### config.mk
export PLATFORM = sky130hd
export DESIGN_NAME = alu_serial_collector
export DESIGN_NICKNAME = d
export VERILOG_FILES = /design/src/rtl/alu_serial_collector_pkg.sv /design/src/rtl/alu_serial_collector_tag_delay.sv /design/src/rtl/alu_serial_collector.sv
export SDC_FILE = /design/constraint.sdc
export NUM_CORES = 1
export LEC_CHECK = 0
export ABC_AREA = 1
export CAP_MARGIN = 20
export CORE_MARGIN = 5
export CORE_UTILIZATION = 56
export DETAILED_ROUTE_END_ITERATION = 8
export HOLD_SLACK_MARGIN = 0.15
export PLACE_DENSITY = 0.83
export RECOVER_POWER = 50
export SETUP_SLACK_MARGIN = 0.15
export SYNTH_ARGS = -nofsm -noshare
export SYNTH_HDL_FRONTEND = slang
export SYNTH_SLANG_ARGS = --single-unit
### constraint.sdc
create_clock -name gclk -period 3.8 [get_ports gclk]
set_clock_uncertainty 0.05 [all_clocks]
set_input_delay 0.57 -clock gclk [delete_from_list [all_inputs] [get_ports gclk]]
set_output_delay 0.57 -clock gclk [all_outputs]
set_load 0.01 [all_outputs]
### src/rtl/alu_serial_collector_pkg.sv
// ============================================================================
// alu_serial_collector_pkg
// Shared constants, collector state encoding and output word record.
// Revision: 1.0
// ============================================================================
`default_nettype none

package alu_serial_collector_pkg;

    localparam int DEF_WIDTH   = 8;
    localparam int DEF_ALU_LAT = 5;
    localparam int REC_LEN_W   = $clog2(DEF_WIDTH + 1);

    typedef enum logic [1:0] {
        IDLE    = 2'd0,
        COLLECT = 2'd1,
        DRAIN   = 2'd2
    } coll_state_t;

    // Word record sized for the default width; narrower instances zero-extend into it.
    typedef struct packed {
        logic [DEF_WIDTH-1:0] data;
        logic [REC_LEN_W-1:0] len;
        logic                 cout;
        logic                 ovf;
    } word_rec_t;

endpackage

`default_nettype wire

### src/rtl/alu_serial_collector_tag_delay.sv
// ============================================================================
// tag_delay
// Fixed-depth shift register carrying tags alongside the ALU pipeline.
// Revision: 1.0
// ============================================================================
`default_nettype none

module tag_delay
    import alu_serial_collector_pkg::*;
#(
    parameter int DEPTH = DEF_ALU_LAT,
    parameter int W     = 2
) (
    input  logic         clk,
    input  logic         rst,
    input  logic [W-1:0] din,
    output logic [W-1:0] dout
);

    logic [W-1:0] r_sr [DEPTH];

    always_ff @(posedge clk) begin
        if (rst) begin
            for (int i = 0; i < DEPTH; i++) begin
                r_sr[i] <= '0;
            end
        end else begin
            r_sr[0] <= din;
            for (int i = 1; i < DEPTH; i++) begin
                r_sr[i] <= r_sr[i-1];
            end
        end
    end

    assign dout = r_sr[DEPTH-1];

endmodule

`default_nettype wire

### src/rtl/alu_serial_collector.sv
// ============================================================================
// alu_serial_collector
// Realigns ALU tags, deserialises the LSB-first Sum stream, one-entry output buffer.
// Revision: 1.0
// ============================================================================
`default_nettype none

module alu_serial_collector
    import alu_serial_collector_pkg::*;
#(
    parameter int WIDTH   = DEF_WIDTH,
    parameter int ALU_LAT = DEF_ALU_LAT
) (
    input  logic                         gclk,
    input  logic                         rst,
    input  logic                         bit_valid,
    input  logic                         bit_end,
    input  logic                         Sum,
    input  logic                         Carry_out,
    input  logic                         Overflow,
    input  logic                         word_ready,
    output logic                         word_valid,
    output logic [WIDTH-1:0]             word_data,
    output logic [$clog2(WIDTH+1)-1:0]   word_len,
    output logic                         word_cout,
    output logic                         word_ovf,
    output logic                         len_err,
    output logic                         overrun
);

    localparam int LEN_W = $clog2(WIDTH + 1);

    logic [1:0]       w_tag;
    logic             w_dv;
    logic             w_de;
    coll_state_t      r_state;
    coll_state_t      w_state_n;
    logic [LEN_W-1:0] r_idx;
    logic [WIDTH-1:0] r_asm;
    logic [WIDTH-1:0] w_word;
    logic             w_done;
    logic             w_len_err_set;
    logic             w_load;
    logic             r_valid;
    word_rec_t        r_buf;
    logic             r_len_err;
    logic             r_overrun;

    tag_delay #(
        .DEPTH (ALU_LAT),
        .W     (2)
    ) u_tag_delay (
        .clk  (gclk),
        .rst  (rst),
        .din  ({bit_valid, bit_end}),
        .dout (w_tag)
    );

    assign w_dv = w_tag[1];
    assign w_de = w_tag[0];

    always_ff @(posedge gclk) begin
        if (rst) begin
            r_state <= IDLE;
        end else begin
            r_state <= w_state_n;
        end
    end

    always_comb begin
        w_state_n     = r_state;
        w_done        = 1'b0;
        w_len_err_set = 1'b0;
        // Assembly register is zero above idx, so OR-in gives the word including this bit.
        w_word        = r_asm | (WIDTH'(Sum) << r_idx);
        case (r_state)
            IDLE, COLLECT: begin
                if (w_dv) begin
                    if (w_de) begin
                        w_done    = 1'b1;
                        w_state_n = IDLE;
                    end else if (r_idx == LEN_W'(WIDTH - 1)) begin
                        w_len_err_set = 1'b1;
                        w_state_n     = DRAIN;
                    end else begin
                        w_state_n = COLLECT;
                    end
                end
            end
            DRAIN: begin
                if (w_dv && w_de) begin
                    w_state_n = IDLE;
                end
            end
            default: w_state_n = IDLE;
        endcase
    end

    always_ff @(posedge gclk) begin
        if (rst) begin
            r_idx <= '0;
            r_asm <= '0;
        end else if (w_state_n == IDLE) begin
            r_idx <= '0;
            r_asm <= '0;
        end else if (w_dv && r_state != DRAIN) begin
            r_asm <= w_word;
            r_idx <= r_idx + LEN_W'(1);
        end
    end

    // A completing word may reuse the slot being handed over in the same cycle.
    assign w_load = w_done && (!r_valid || word_ready);

    always_ff @(posedge gclk) begin
        if (rst) begin
            r_valid   <= 1'b0;
            r_buf     <= '0;
            r_len_err <= 1'b0;
            r_overrun <= 1'b0;
        end else begin
            if (w_load) begin
                r_valid    <= 1'b1;
                r_buf.data <= DEF_WIDTH'(w_word);
                r_buf.len  <= REC_LEN_W'(r_idx + LEN_W'(1));
                r_buf.cout <= Carry_out;
                r_buf.ovf  <= Overflow;
            end else if (word_ready) begin
                r_valid <= 1'b0;
            end
            if (w_done && !w_load) begin
                r_overrun <= 1'b1;
            end
            if (w_len_err_set) begin
                r_len_err <= 1'b1;
            end
        end
    end

    assign word_valid = r_valid;
    assign word_data  = WIDTH'(r_buf.data);
    assign word_len   = LEN_W'(r_buf.len);
    assign word_cout  = r_buf.cout;
    assign word_ovf   = r_buf.ovf;
    assign len_err    = r_len_err;
    assign overrun    = r_overrun;

endmodule

`default_nettype wire

==> metrics.md, run 1 <==
| Metric | Value |
|---|---|
| # H-tree levels | 2 |
| NumNets Final | 233 |
| Final Cycle Share | 59.9% |
| Worst Reg-to-Reg Cells | 6 |
| Clock Latency Late Sink | 0.35 ns |
| Grt met3 use | 6.75% |
| Synth cell types | 23 |
| Slew headroom | 46.5% |
| Die Area | 4040 sq um |
| CTS Sinks | 41 |
| Crit-path slowest cell | dlygate4sd3_1 |
| Via count | 1315 |
| Switching Fraction | 21.8% |
| Pre-antenna DRT Iters | 4 |
| Core Region | 2760 sq um |
| Lkg Pwr | 0.756 nW |
| Data arrival, critical path | 2.43 ns |
| Final setup fails | 0 |
| Comb pwr share | 2.7% |
| Root buf cell | clkbuf_4 |
| Via-to-Cell Ratio | 5.16 |
| Syn nets | 208 |
| I/O pins | 25 |
| Fin. max-slew vios | 0 |
| Global-route track usage on met2 | 27.3% |
| Highest clock rate | 0.439 GHz |
| Clock transition at the registers of the reported paths | 0.11 ns |
| Sequential Power Share | 64.3% |
| Setup TNS | 0 ns |
| Worst hold stages | 2 |
| Final hold violation count | 0 |
| Syn Area/Cell | 8.08 sq um |
| Buffers on Ports | 24 |
| Total grt overflow | 0 |
| Worst Setup Start Kind | input pin |
| Post-CTS sizing | 0 |
| RSZ-0062 raised after global routing | false |
| Row cnt | 19 |
| Area grow syn2layout | 17.4% |
| Crit Path Category | input pin to flip-flop |
| Mapped Area | 1610 sq um |
| PwrDens | 358 nW/um^2 |
| Internal power | 0.528 mW |
| Max Fanout on Critical Path | 16 |
| Min Tclk post-route | 2.28 ns |
| Hold_ws | 0.359 ns |
| Ant diodes | 0 |
| Fraction of layout cells with a size suffix above 1 | 9.82% |
| Max-capacitance violation count | 0 |
| Pin count of the biggest net entering global routing | 20 |
| Vias in the first global route | 1217 |
| Initial cell density of the core | 58.3% |
| CP cell instances | dlygate4sd3_1, inv_1, nand2_1, nor2_1, o21ai_2, a21boi_0 |
| Yosys reg bits | 41 |
| Hold_buf cts | 0 |
| WP data required | 3.96 ns |
| Ys Warns | 0 |
| Clock tree buffer depth | 2 |
| Global route hottest layer | met2 |
| Crit path capture type | flip-flop |
| Total Routed Length | 3.01 mm |
| Residual DRC count | 0 |
| Max rail drop VDD | 0.371 mV |
| Total Routing Usage GR | 16.6% |
| Final ANT Viol Nets | 0 |
| Synth Instances | 199 |
| Worst Hold Class | flip-flop to flip-flop |
| Place WS | 1.31 ns |
| Die extent in y | 63.6 um |
| Initial antenna violation count | 0 |
| Number of buffers created by CTS | 5 |
| HPWL after DPL | 2.24 mm |
| Post-CTS setup repair buffer count | 0 |
| Psw | 0.147 mW |
| Die width | 63.6 um |
| GR met1 Demand/Resource | 17.9% |
| Number of DRC markers in iteration 0 | 79 |
| First-pass GRT wire length | 5.23 mm |
| TritonCTS clock tree | yes |
| Critical Path Max Stage Delay | 0.81 ns |
| WL/cell | 11.8 um |
| Post-synthesis sequential area ratio | 51.1% |
| Status | completed |
| GP Congestion | 0.844 |
| Clock share of power | 33.0% |
| Setup slack after layout | 1.52 ns |
| Worst-Margin Slew | 0.803 ns |
==> cells by family after synthesis <==
family                     Yosys count  share of synthesized area [%]
and+or+nand+nor                     75                           19.6
AOI/OAI and AO/OA                   45                           17.7
xor gates and xnor gates             2                           1.09
DFF                                 41                           51.1
adders and majority gates            1                          0.778
buffers and inverters               35                           9.81
==> power by group through the flow <==
stage / Clock (mW) / Combinational (mW) / Sequential (mW)
5_1_grt: 0.249 / 0.0204 / 0.435
3_3_place_gp: 0 / 0.0185 / 0.444
2_1_floorplan: 0 / 0.00965 / 0.443
4_1_cts: 0.231 / 0.0192 / 0.434
3_5_place_dp: 0 / 0.0191 / 0.444
6_report: 0.223 / 0.0182 / 0.434
==> worst max-delay path, delay by kind of cell <==
kind	cells	cell delay, ns
compound gates	2	0.52
buf+inv	2	1.14
simple gates	2	0.20
==> final timing paths <==
kind	start	end	slack, ns
hold reg to reg	u_tag_delay.r_sr[0][6]	u_tag_delay.r_sr[0][8]	0.36
hold / removal	u_tag_delay.r_sr[0][6]	u_tag_delay.r_sr[0][8]	0.36
setup / recovery	rst	r_idx[1]	1.52
setup reg to reg	r_idx[0]	r_idx[1]	1.79
==> per-stage QoR <==
| stage | total power [mW] | instance area (sq um) | util, % | instances |
|---|---|---|---|---|
| final | 0.675 | 1890 | 68.4 | 255 |
| after global routing | 0.704 | 1890 | 68.4 | 255 |
| after CTS | 0.684 | 1900 | 68.8 | 255 |
| after detailed placement | 0.463 | 1840 | 66.7 | 248 |
| after global placement | 0.462 | 1840 | 66.7 | 248 |
| after floorplan | 0.453 | 1610 | - | 199 |
==> cells in the mapped netlist, drive strengths merged <==
master | n | area (sq um)
clkbuf | 2 | 7.51
nand3 | 7 | 40.0
ha | 1 | 12.5
inv | 29 | 109
a21boi | 1 | 7.51
a21oi | 26 | 175
xor2 | 2 | 17.5
nor2 | 43 | 171
o21ai | 18 | 101
dfxtp | 41 | 821
nor3 | 6 | 30.0
nand2 | 19 | 73.8
buf | 4 | 41.3
==> state kept, by name (all words and copies together), names as in the netlist <==
register / flops
u_tag_delay.r_sr: 10
r_asm: 8
word_data: 8
r_idx: 4
word_len: 4
r_state: 2
len_err: 1
overrun: 1
word_cout: 1
word_ovf: 1
word_valid: 1
==> placed cells by master, fill, tap and decap left out <==
master	n
dfxtp_1	41
o21ai_0	17
nand2_1	18
a21oi_2	9
dlygate4sd3_1	3
inv_1	28
nor2_1	42
clkinvlp_4	1
nand3_1	6
clkbuf_4	5
xor2_1	2
a21oi_1	16
a21oi_4	1
nand2_2	1
nor2_4	1
nand3_2	1
a21boi_0	1
inv_2	1
clkbuf_8	1
ha_1	1
clkdlybuf4s50_1	21
nor3_1	6
o21ai_2	1
==> area by class of cell <==
cell class                 instances  area [sq um]
sequential                        41           821
clock inverter                     1          7.51
clock buffer                       6          51.3
fill                             224           871
multi-input combinational        123           619
tap                               31          38.8
timing repair buffer              24           240
inverter                          29           109
==> routing by layer <==
| metal | share of wire, % | wire length (um) |
|---|---|---|
| met5 | 0 | 0 |
| met4 | 2.3 | 69 |
| met3 | 7.1 | 215 |
| met2 | 48 | 1450 |
| met1 | 42 | 1270 |
Note: power is estimated with default switching activity, not from simulation.
==> inputs of run 2 (changes only) <==
Settings changed: CORE_UTILIZATION 56 to 52, PLACE_DENSITY 0.83 to 0.78.
Clock period 3.8 ns to 2.35 ns, I/O delays scaled along.
==> run 2 against run 1 <==
Non-clock buffer count grew 4. Wire length is 1.3% lower. Sequential share of layout area shrank 1.1 points. Critical path depth shrank 1. Final area is 2.5% higher. Register-to-register slack worse by 1.2 ns. Via count is 0.68% lower. Combinational power up 81%. Critical path type is now flip-flop to flip-flop.
==> metrics.md, run 2 (synthesized netlist as in run 1, its figures left out) <==
| Metric | Value |
|---|---|
| Initial antenna violation count | 0 |
| Data arrival, critical path | 2.01 ns |
| Die extent in y | 65.6 um |
| Total grt overflow | 0 |
| WL/cell | 11.4 um |
| Setup TNS | 0 ns |
| Ant diodes | 0 |
| Clock transition at the registers of the reported paths | 0.12 ns |
| Total Routing Usage GR | 15.9% |
| Clock share of power | 39.3% |
| Clock Latency Late Sink | 0.35 ns |
| Psw | 0.240 mW |
| Top reg by flops | u_tag_delay.r_sr |
| Sequential Power Share | 58.0% |
| Clock tree buffer depth | 2 |
| Via-to-Cell Ratio | 4.98 |
| Total Routed Length | 2.97 mm |
| Root buf cell | clkbuf_4 |
| Via count | 1306 |
| Internal power | 0.970 mW |
| Die Area | 4300 sq um |
| Pre-antenna DRT Iters | 4 |
| Switching Fraction | 19.8% |
| Lkg Pwr | 0.779 nW |
| First-pass GRT wire length | 5.14 mm |
| Core Region | 3000 sq um |
| Fin. max-slew vios | 0 |
| Comb pwr share | 2.7% |
| Final hold violation count | 0 |
| PwrDens | 626 nW/um^2 |
| CTS Sinks | 41 |
| Row cnt | 20 |
| Die width | 65.6 um |
| Final setup fails | 0 |
| Max rail drop VDD | 0.435 mV |
| Max reg flops | 10 |
| Max Fanout on Critical Path | 10 |
| Pin count of the biggest net entering global routing | 16 |
| Min Tclk post-route | 1.81 ns |
| Highest clock rate | 0.554 GHz |
| GP Congestion | 0.768 |
| Area grow syn2layout | 20.3% |
| Worst Setup Start Kind | flip-flop |
| Residual DRC count | 0 |
| Status | completed |
| Buffers on Ports | 24 |
| Commonest cells after routing, fill and taps aside | nor2_1 (43), dfxtp_1 (41), inv_1 (27), clkdlybuf4s50_1 (23), nand2_1 (19) |
| Post-CTS setup repair buffer count | 0 |
| Number of DRC markers in iteration 0 | 46 |
| Max-capacitance violation count | 0 |
| Final ANT Viol Nets | 0 |
| # H-tree levels | 2 |
| Final Cycle Share | 76.8% |
| HPWL after DPL | 2.11 mm |
| Vias in the first global route | 1221 |
| Global-route track usage on met2 | 25.2% |
| Hold_buf cts | 0 |
| Inst Count DP | 254 |
| Crit Path Category | flip-flop to flip-flop |
| Initial cell density of the core | 53.5% |
| NumNets Final | 237 |
| GR met1 Demand/Resource | 18.8% |
| WP data required | 2.55 ns |
| TritonCTS clock tree | yes |
| Non-Filler Instances | 262 |
| Worst-Margin Slew | 0.694 ns |
| Worst Hold Class | flip-flop to flip-flop |
| Post-CTS sizing | 0 |
| RSZ-0062 raised after global routing | false |
| Crit path capture type | flip-flop |
| Commonest non-fill, non-tap cell in the layout | nor2_1 |
| Slew headroom | 53.5% |
| Grt met3 use | 5.64% |
| I/O pins | 25 |
| Number of buffers created by CTS | 5 |
| Global route hottest layer | met2 |
| Fraction of layout cells with a size suffix above 1 | 10.9% |
## run 2: cell type report
class                   instances  area [sq um]
clock inverters                 1          30.0
inverters                      29           109
fillers                       282          1070
repair buffers                 28           267
flip-flops and latches         41           821
multi-input cells             123           612
well taps                      33          41.3
clock buffers                   7          55.1
## run 2: path summary, 6_finish.rpt
check | from | to | slack [ns] | cells past startpoint
max | u_tag_delay.r_sr[0][9] | word_data[5] | 0.54 | 5
min | u_tag_delay.r_sr[0][4] | u_tag_delay.r_sr[0][6] | 0.36 | 2
max reg2reg | u_tag_delay.r_sr[0][9] | word_data[5] | 0.54 | 5
min reg2reg | u_tag_delay.r_sr[0][4] | u_tag_delay.r_sr[0][6] | 0.36 | 2
## run 2: critical path, stage by stage, from the launching register on
cell and delay, ns:
dfxtp_1 0.44, nand3_1 0.16, nor2_1 0.56, inv_2 0.23, nor3_1 0.22, nor2_1 0.06
## run 2: per-stage QoR
stage / power, mW / hold slack, ns / instance area [sq um] / util, % / setup WS, ns
after floorplan: 0.733 / 0.338 / 1610 / - / 0.981
after global placement: 0.751 / 0.339 / 1870 / 62.3 / 0.628
after detailed placement: 0.752 / 0.344 / 1870 / 62.3 / 0.617
after CTS: 1.23 / 0.360 / 1960 / 65.1 / 0.618
after global routing: 1.27 / 0.368 / 1930 / 64.4 / 0.338
final: 1.21 / 0.357 / 1930 / 64.4 / 0.545
## run 2: layer usage
metal	wire length, um	share of wire, %	up-vias
li1	-	-	684
met3	108	3.6	7
met4	69	2.3	0
met1	1460	49	597
met5	0	0	-
met2	1340	45	18
## run 2: power by group through the flow
stage	clock network (mW)	registers [mW]	logic, mW
detailed placement	0	0.717	0.0342
CTS	0.492	0.702	0.0345
global route	0.529	0.703	0.0362
finish	0.475	0.702	0.0330
floorplan	0	0.717	0.0156
global placement	0	0.717	0.0341
